## src/rtl/fetch_pkg.sv

```systemverilog
// Shared definitions for the instruction fetch sequencer: FSM encoding,
// register function-select codes and default widths.
package fetch_pkg;

  localparam int ADDR_W_DEF   = 16;
  localparam int MAX_WAIT_DEF = 15;
  localparam int BYTE_W       = 8;
  localparam int IR_W         = 16;

  typedef enum logic [2:0] {
    ST_IDLE   = 3'd0,
    ST_REQ_LO = 3'd1,
    ST_WR_LO  = 3'd2,
    ST_REQ_HI = 3'd3,
    ST_WR_HI  = 3'd4,
    ST_VALID  = 3'd5,
    ST_FAULT  = 3'd6
  } fetch_state_t;

  // Function-select codes understood by the PC/IR Register instances
  localparam logic [2:0] FS_DEC      = 3'b000;
  localparam logic [2:0] FS_INC      = 3'b001;
  localparam logic [2:0] FS_LOAD     = 3'b010;
  localparam logic [2:0] FS_CLR      = 3'b011;
  localparam logic [2:0] FS_WRLO_CLR = 3'b100;
  localparam logic [2:0] FS_WRLO     = 3'b101;
  localparam logic [2:0] FS_WRHI     = 3'b110;
  localparam logic [2:0] FS_SEXT     = 3'b111;

  function automatic logic [IR_W-1:0] zext_byte(input logic [BYTE_W-1:0] b);
    return {{(IR_W-BYTE_W){1'b0}}, b};
  endfunction

endpackage

```

## src/rtl/fetch_wait_timer.sv

```systemverilog
// Clearable saturating wait counter; expire flags the cycle in which an
// increment would bring the count to LIMIT.
module fetch_wait_timer #(
  parameter int LIMIT = 15,
  parameter int CNT_W = $clog2(LIMIT + 1)
) (
  input  logic clk,
  input  logic rst_n,
  input  logic clr,
  input  logic inc,
  output logic expire
);

  logic [CNT_W-1:0] count;

  always_ff @(posedge clk or negedge rst_n) begin
    if (!rst_n) begin
      count <= '0;
    end else if (clr) begin
      count <= '0;
    end else if (inc && (count != CNT_W'(LIMIT))) begin
      count <= count + 1'b1;
    end
  end

  assign expire = inc && (count == CNT_W'(LIMIT - 1));

endmodule

```

## src/rtl/instr_fetch_sequencer.sv

```systemverilog
// Fetches a little-endian 16-bit instruction as two bytes and steers the IR/PC
// registers. Optional request timeout is enabled with FETCH_TIMEOUT_EN.
module instr_fetch_sequencer
  import fetch_pkg::*;
#(
  parameter int ADDR_W   = ADDR_W_DEF,
  parameter int MAX_WAIT = MAX_WAIT_DEF
) (
  input  logic              clk,
  input  logic              rst_n,
  input  logic              enable,
  input  logic [ADDR_W-1:0] pc,
  output logic              mem_req,
  output logic [ADDR_W-1:0] mem_addr,
  input  logic              mem_ack,
  input  logic [BYTE_W-1:0] mem_data,
  output logic              pc_e,
  output logic [2:0]        pc_funsel,
  output logic              ir_e,
  output logic [2:0]        ir_funsel,
  output logic [IR_W-1:0]   ir_i,
  output logic              instr_valid,
  input  logic              instr_ready,
  output logic              fault
);

  fetch_state_t      state;
  logic [BYTE_W-1:0] byte_latch;
  logic              timeout;

  // The latch only changes on an accepted byte, so it already is the IR data word
  assign ir_i = zext_byte(byte_latch);

`ifdef FETCH_TIMEOUT_EN
  logic in_req;
  logic fault_reg;

  assign in_req = (state == ST_REQ_LO) || (state == ST_REQ_HI);

  fetch_wait_timer #(
    .LIMIT (MAX_WAIT)
  ) u_wait_timer (
    .clk    (clk),
    .rst_n  (rst_n),
    .clr    (!in_req),
    .inc    (in_req && !mem_ack),
    .expire (timeout)
  );

  always_ff @(posedge clk or negedge rst_n) begin
    if (!rst_n) begin
      fault_reg <= 1'b0;
    end else if (timeout) begin
      fault_reg <= 1'b1;
    end
  end

  assign fault = fault_reg;
`else
  assign timeout = 1'b0;
  assign fault   = 1'b0;
`endif

  always_ff @(posedge clk or negedge rst_n) begin
    if (!rst_n) begin
      state       <= ST_IDLE;
      mem_req     <= 1'b0;
      mem_addr    <= '0;
      byte_latch  <= '0;
      pc_e        <= 1'b0;
      pc_funsel   <= FS_DEC;
      ir_e        <= 1'b0;
      ir_funsel   <= FS_DEC;
      instr_valid <= 1'b0;
    end else begin
      mem_req     <= 1'b0;
      pc_e        <= 1'b0;
      pc_funsel   <= FS_DEC;
      ir_e        <= 1'b0;
      ir_funsel   <= FS_DEC;
      instr_valid <= 1'b0;
      case (state)
        ST_IDLE: begin
          if (enable) begin
            state    <= ST_REQ_LO;
            mem_addr <= pc;
            mem_req  <= 1'b1;
          end
        end
        ST_REQ_LO: begin
          // An ack arriving together with the timeout still wins
          if (mem_ack) begin
            state      <= ST_WR_LO;
            byte_latch <= mem_data;
            ir_e       <= 1'b1;
            ir_funsel  <= FS_WRLO_CLR;
            pc_e       <= 1'b1;
            pc_funsel  <= FS_INC;
          end else if (timeout) begin
            state <= ST_FAULT;
          end else begin
            mem_req <= 1'b1;
          end
        end
        ST_WR_LO: begin
          state    <= ST_REQ_HI;
          mem_addr <= mem_addr + 1'b1;
          mem_req  <= 1'b1;
        end
        ST_REQ_HI: begin
          if (mem_ack) begin
            state      <= ST_WR_HI;
            byte_latch <= mem_data;
            ir_e       <= 1'b1;
            ir_funsel  <= FS_WRHI;
            pc_e       <= 1'b1;
            pc_funsel  <= FS_INC;
          end else if (timeout) begin
            state <= ST_FAULT;
          end else begin
            mem_req <= 1'b1;
          end
        end
        ST_WR_HI: begin
          state       <= ST_VALID;
          instr_valid <= 1'b1;
        end
        ST_VALID: begin
          if (instr_ready) begin
            if (enable) begin
              state    <= ST_REQ_LO;
              mem_addr <= pc;
              mem_req  <= 1'b1;
            end else begin
              state <= ST_IDLE;
            end
          end else begin
            instr_valid <= 1'b1;
          end
        end
        ST_FAULT: begin
          state <= ST_FAULT;
        end
        default: begin
          state <= ST_IDLE;
        end
      endcase
    end
  end

endmodule

```

## config.mk

```make
export PLATFORM = sky130hd
export DESIGN_NAME = instr_fetch_sequencer
export DESIGN_NICKNAME = d
export VERILOG_FILES = /design/src/rtl/fetch_pkg.sv /design/src/rtl/fetch_wait_timer.sv /design/src/rtl/instr_fetch_sequencer.sv
export SDC_FILE = /design/constraint.sdc
export NUM_CORES = 1
export LEC_CHECK = 0
export ABC_AREA = 1
export BUFFER_PORTS_ARGS = -buffer_cell sky130_fd_sc_hd__buf_2
export CAP_MARGIN = 20
export CORE_ASPECT_RATIO = 1.25
export CORE_UTILIZATION = 50
export CTS_BUF_LIST = sky130_fd_sc_hd__clkbuf_4 sky130_fd_sc_hd__clkbuf_8
export CTS_CLUSTER_DIAMETER = 150
export DETAILED_ROUTE_END_ITERATION = 7
export GPL_TIMING_DRIVEN = 0
export PLACE_DENSITY = 0.81
export SLEW_MARGIN = 20
export SYNTH_ARGS = -nofsm -noshare
export SYNTH_HDL_FRONTEND = slang
export SYNTH_HIERARCHICAL = 1
export SYNTH_SLANG_ARGS = --single-unit
```

## constraint.sdc

```tcl
create_clock -name clk -period 2.64 [get_ports clk]
set_input_delay 0.396 -clock clk [delete_from_list [all_inputs] [get_ports clk]]
set_output_delay 0.396 -clock clk [all_outputs]
set_load 0.03 [all_outputs]
```

==> implementation parameters <==
Parameter                              Value

Status
  Run status ... complete, but fails checks
  Failing checks ... design-rule violations

Detailed routing
  WL per Instance ... 11.8 um
  Post-detailed-route DRC marker count ... 12
  First DRT Iteration DRCs ... 88
  Final wirelength ... 4430 um
  Average vias per placed instance ... 5.02
  Via count ... 1886
  Number of optimization iterations in the first detailed-route pass ... 6
  Count of nets left with antenna violations after detail routing ... 0

Cells and area
  Diode count ... 0
  Share of final-layout standard cells stronger than drive strength 1 ... 0.291
  Area used by multi-input combinational logic ... 888 um^2
  Filler cell count ... 315
  Final std cell area, no fill ... 0.00237 mm^2
  Reg area ... 801 um^2
  Total Nets Final ... 367
  Core occupancy in the finished layout ... 0.668
  Synth-to-layout area growth ... 25.5%

Place
  Final weighted congestion in routability-driven placement ... 0.919
  Cell area reported after detailed placement ... 0.00227 mm^2
  DPL Wire Length ... 3250 um
  Count of buffers from port buffering ... 59

Synthesis
  Cells after synthesis ... 260
  Portion of the post-synthesis area used by sequential elements ... 0.424
  Average footprint of a synthesized cell ... 7.26 um^2
  Number of distinct standard cells referenced by the synthesized netlist ... 27
  Synth Register Bits ... 32
  Synth warn ... 6
  Netlist area before placement ... 0.00189 mm^2

Global routing
  Remaining global-route overflow ... 0
  Pin count of the biggest net entering global routing ... 33
  Number of antenna violations at the first check in global routing ... 0
  Wire length of the first global-routing pass ... 7230 um
  Total routing resource utilization after global routing ... 0.231
  Via count of the first global-routing pass ... 1741

CTS
  Skew-Pair Late Insertion Delay ... 0.29 ns
  H-tree lvl count ... 2
  TritonCTS clock tree ... built
  Setup Buffers After CTS ... 0
  TritonCTS buffer count ... 5
  CTS max path bufs ... 2
  Number of buffers added to fix hold violations after cts ... 0
  Number of clock sinks ... 32
  Quantity of gates resized following cts ... 0
  Clock root buffer master ... sky130_fd_sc_hd__clkbuf_8
  Clock edge transition at the registers on the reported setup and hold paths ... 0.07 ns

Timing
  Transition time at the pin with the least slew margin ... 0.719 ns
  Minimum clock period ... 1.56 ns
  Final count of pins violating max slew ... 0
  Setup skew after layout ... 0.00736 ns
  RSZ-0062 raised after global routing ... false
  Count of endpoints failing setup in the final report ... 0
  Ratio of final minimum period to clock period ... 0.590
  Fmax ... 643 MHz
  Rel. slew slack ... 0.521
  Sum Neg Setup Slack ... 0 ns
  Number of endpoints with negative hold slack in the final report ... 0

Die
  Starting density of the core ... 0.532
  Die Outline Area ... 0.00402 mm^2
  Number of rows created at floorplan ... 24
  I/O Pins ... 72
  Horizontal extent of the die ... 56.9 um
  Height of the chip ... 70.7 um
  Floorplan core area ... 0.00354 mm^2

Flow run
  # Max-Cap Violations ... 0

Power
  Worst ir drop on vdd ... 650 uV
  Leakage power of the design ... 0.00131 uW
  PD cells ... 1290 mW/mm^2

Critical path
  Sort of element at the start of the critical path ... flip-flop
  Reg2reg path depth ... 7
  Crit path max fanout ... 7
  Required time worst endpoint ... 2.82 ns
  Worst Path Arrival ... 1.74 ns
  Worst reg2reg endpoint ... mem_addr[9]$_DFFE_PN0P_
  Endpoint type of the worst setup path ... flip-flop
  Class of the most critical setup path ... reg2reg
  Start of the worst register-to-register path ... mem_addr[2]$_DFFE_PN0P_
  Register-to-register setup slack ... 1.08 ns

Hold path
  Kind of path behind the tightest hold check ... in2async
-- layout by cell type, fill, tap and decap left out, types with 3 or more instances in the layout --
cell and n:
sky130_fd_sc_hd__nor2_1 34, sky130_fd_sc_hd__nand2_1 80, sky130_fd_sc_hd__inv_1 19, sky130_fd_sc_hd__buf_6 3, sky130_fd_sc_hd__buf_2 59, sky130_fd_sc_hd__conb_1 12
sky130_fd_sc_hd__a21oi_1 15, sky130_fd_sc_hd__nor2_2 4, sky130_fd_sc_hd__buf_4 16, sky130_fd_sc_hd__dfrtp_1 32, sky130_fd_sc_hd__nand3_1 21, sky130_fd_sc_hd__clkbuf_8 7
sky130_fd_sc_hd__nand4_1 5, sky130_fd_sc_hd__o21ai_0 12, sky130_fd_sc_hd__o22ai_1 3
-- stage by stage --
step	setup slack (ns)	hold WS, ns	total power [uW]	instances
2_1_floorplan	1.11	0.100	2190	271
6_report	1.08	0.156	3070	376
5_1_grt	0.938	0.227	3290	376
4_1_cts	1.11	0.183	3080	376
3_3_place_gp	1.17	0.451	2610	369
3_5_place_dp	1.11	0.454	2650	369
-- area by class of cell --
type,instances,share of cell area
plain buffers,19,0.0650
clock buffers,7,0.0407
inverters,22,0.0359
multi-input cells,198,0.375
flip-flops and latches,32,0.338
well taps,39,0.0206
repair buffers,59,0.125
-- power by group --
| part | internal [uW] | switching [uW] |
|---|---|---|
| clock network | 232 | 181 |
| logic | 529 | 1160 |
| registers | 719 | 249 |
| total | 1480 | 1590 |
-- cells in the mapped netlist --
cell type | n | share of area
sky130_fd_sc_hd__o21ai_0 | 12 | 0.032
sky130_fd_sc_hd__nand3_1 | 21 | 0.056
sky130_fd_sc_hd__nand2_1 | 80 | 0.16
sky130_fd_sc_hd__a31oi_1 | 1 | 0.0033
sky130_fd_sc_hd__a21oi_1 | 15 | 0.040
sky130_fd_sc_hd__buf_4 | 16 | 0.064
sky130_fd_sc_hd__conb_1 | 1 | 0.0020
sky130_fd_sc_hd__nor2_4 | 1 | 0.0060
sky130_fd_sc_hd__nor2_2 | 4 | 0.013
sky130_fd_sc_hd__buf_6 | 3 | 0.018
sky130_fd_sc_hd__nor2_1 | 34 | 0.068
sky130_fd_sc_hd__inv_2 | 2 | 0.0040
sky130_fd_sc_hd__o21ai_1 | 1 | 0.0026
sky130_fd_sc_hd__dfrtp_1 | 32 | 0.42
sky130_fd_sc_hd__nand2_4 | 1 | 0.0060
sky130_fd_sc_hd__nand2_2 | 1 | 0.0033
sky130_fd_sc_hd__ha_1 | 1 | 0.0066
sky130_fd_sc_hd__inv_1 | 19 | 0.038
sky130_fd_sc_hd__or2_2 | 1 | 0.0033
sky130_fd_sc_hd__nand3_2 | 1 | 0.0053
sky130_fd_sc_hd__a211oi_1 | 1 | 0.0040
sky130_fd_sc_hd__nand4_1 | 5 | 0.017
sky130_fd_sc_hd__o22ai_1 | 3 | 0.0099
sky130_fd_sc_hd__inv_4 | 1 | 0.0033
sky130_fd_sc_hd__o211ai_1 | 1 | 0.0040
sky130_fd_sc_hd__nand3b_1 | 1 | 0.0040
sky130_fd_sc_hd__o21ai_2 | 1 | 0.0046
-- state kept, by name, indices dropped and copies added (netlist names) --
| register | count |
|---|---|
| byte_latch | 8 |
| instr_valid | 1 |
| ir_funsel | 2 |
| mem_addr | 16 |
| mem_req | 1 |
| pc_funsel | 1 |
| state | 3 |
-- critical path, stage by stage (launching register included) --
cell and delay [ns]:
sky130_fd_sc_hd__dfrtp_1 0.46, sky130_fd_sc_hd__nand2_1 0.08, sky130_fd_sc_hd__nor2_1 0.33, sky130_fd_sc_hd__nand2_1 0.19, sky130_fd_sc_hd__o21ai_0 0.20, sky130_fd_sc_hd__nand3_1 0.10
sky130_fd_sc_hd__nand2_1 0.07, sky130_fd_sc_hd__nand2_1 0.04
-- routing by layer --
metal  vias up  part of all wire  global-route usage
met3        16             0.074              0.0731
met1       830              0.42               0.259
met4         0             0.030               0.122
met2        76              0.48               0.388
li1        964                 -                   -
met5         -                 0                   0
-- logic make-up after synthesis --
logic type / count (synthesis) / share of synthesized area
simple gates: 150 / 0.340
buf+inv: 41 / 0.127
compound gates: 35 / 0.100
flops: 32 / 0.424
fa+ha+maj: 1 / 0.00663
other cells: 1 / 0.00199
-- how the worst max path moves through the flow --
stage,cells past startpoint,start,slack (ns),endpoint
2_1_floorplan,8,mem_addr[1]$_DFFE_PN0P_,1.11,mem_addr[12]$_DFFE_PN0P_
3_3_place_gp,6,state[2]$_DFFE_PN0P_,1.17,byte_latch[0]$_DFFE_PN0P_
3_5_place_dp,6,state[2]$_DFFE_PN0P_,1.11,byte_latch[3]$_DFFE_PN0P_
4_1_cts,6,state[2]$_DFFE_PN0P_,1.11,byte_latch[3]$_DFFE_PN0P_
5_1_grt,7,mem_addr[2]$_DFFE_PN0P_,0.94,mem_addr[15]$_DFFE_PN0P_
6_report,7,mem_addr[2]$_DFFE_PN0P_,1.08,mem_addr[9]$_DFFE_PN0P_
Power figures use the tool's default switching activity.
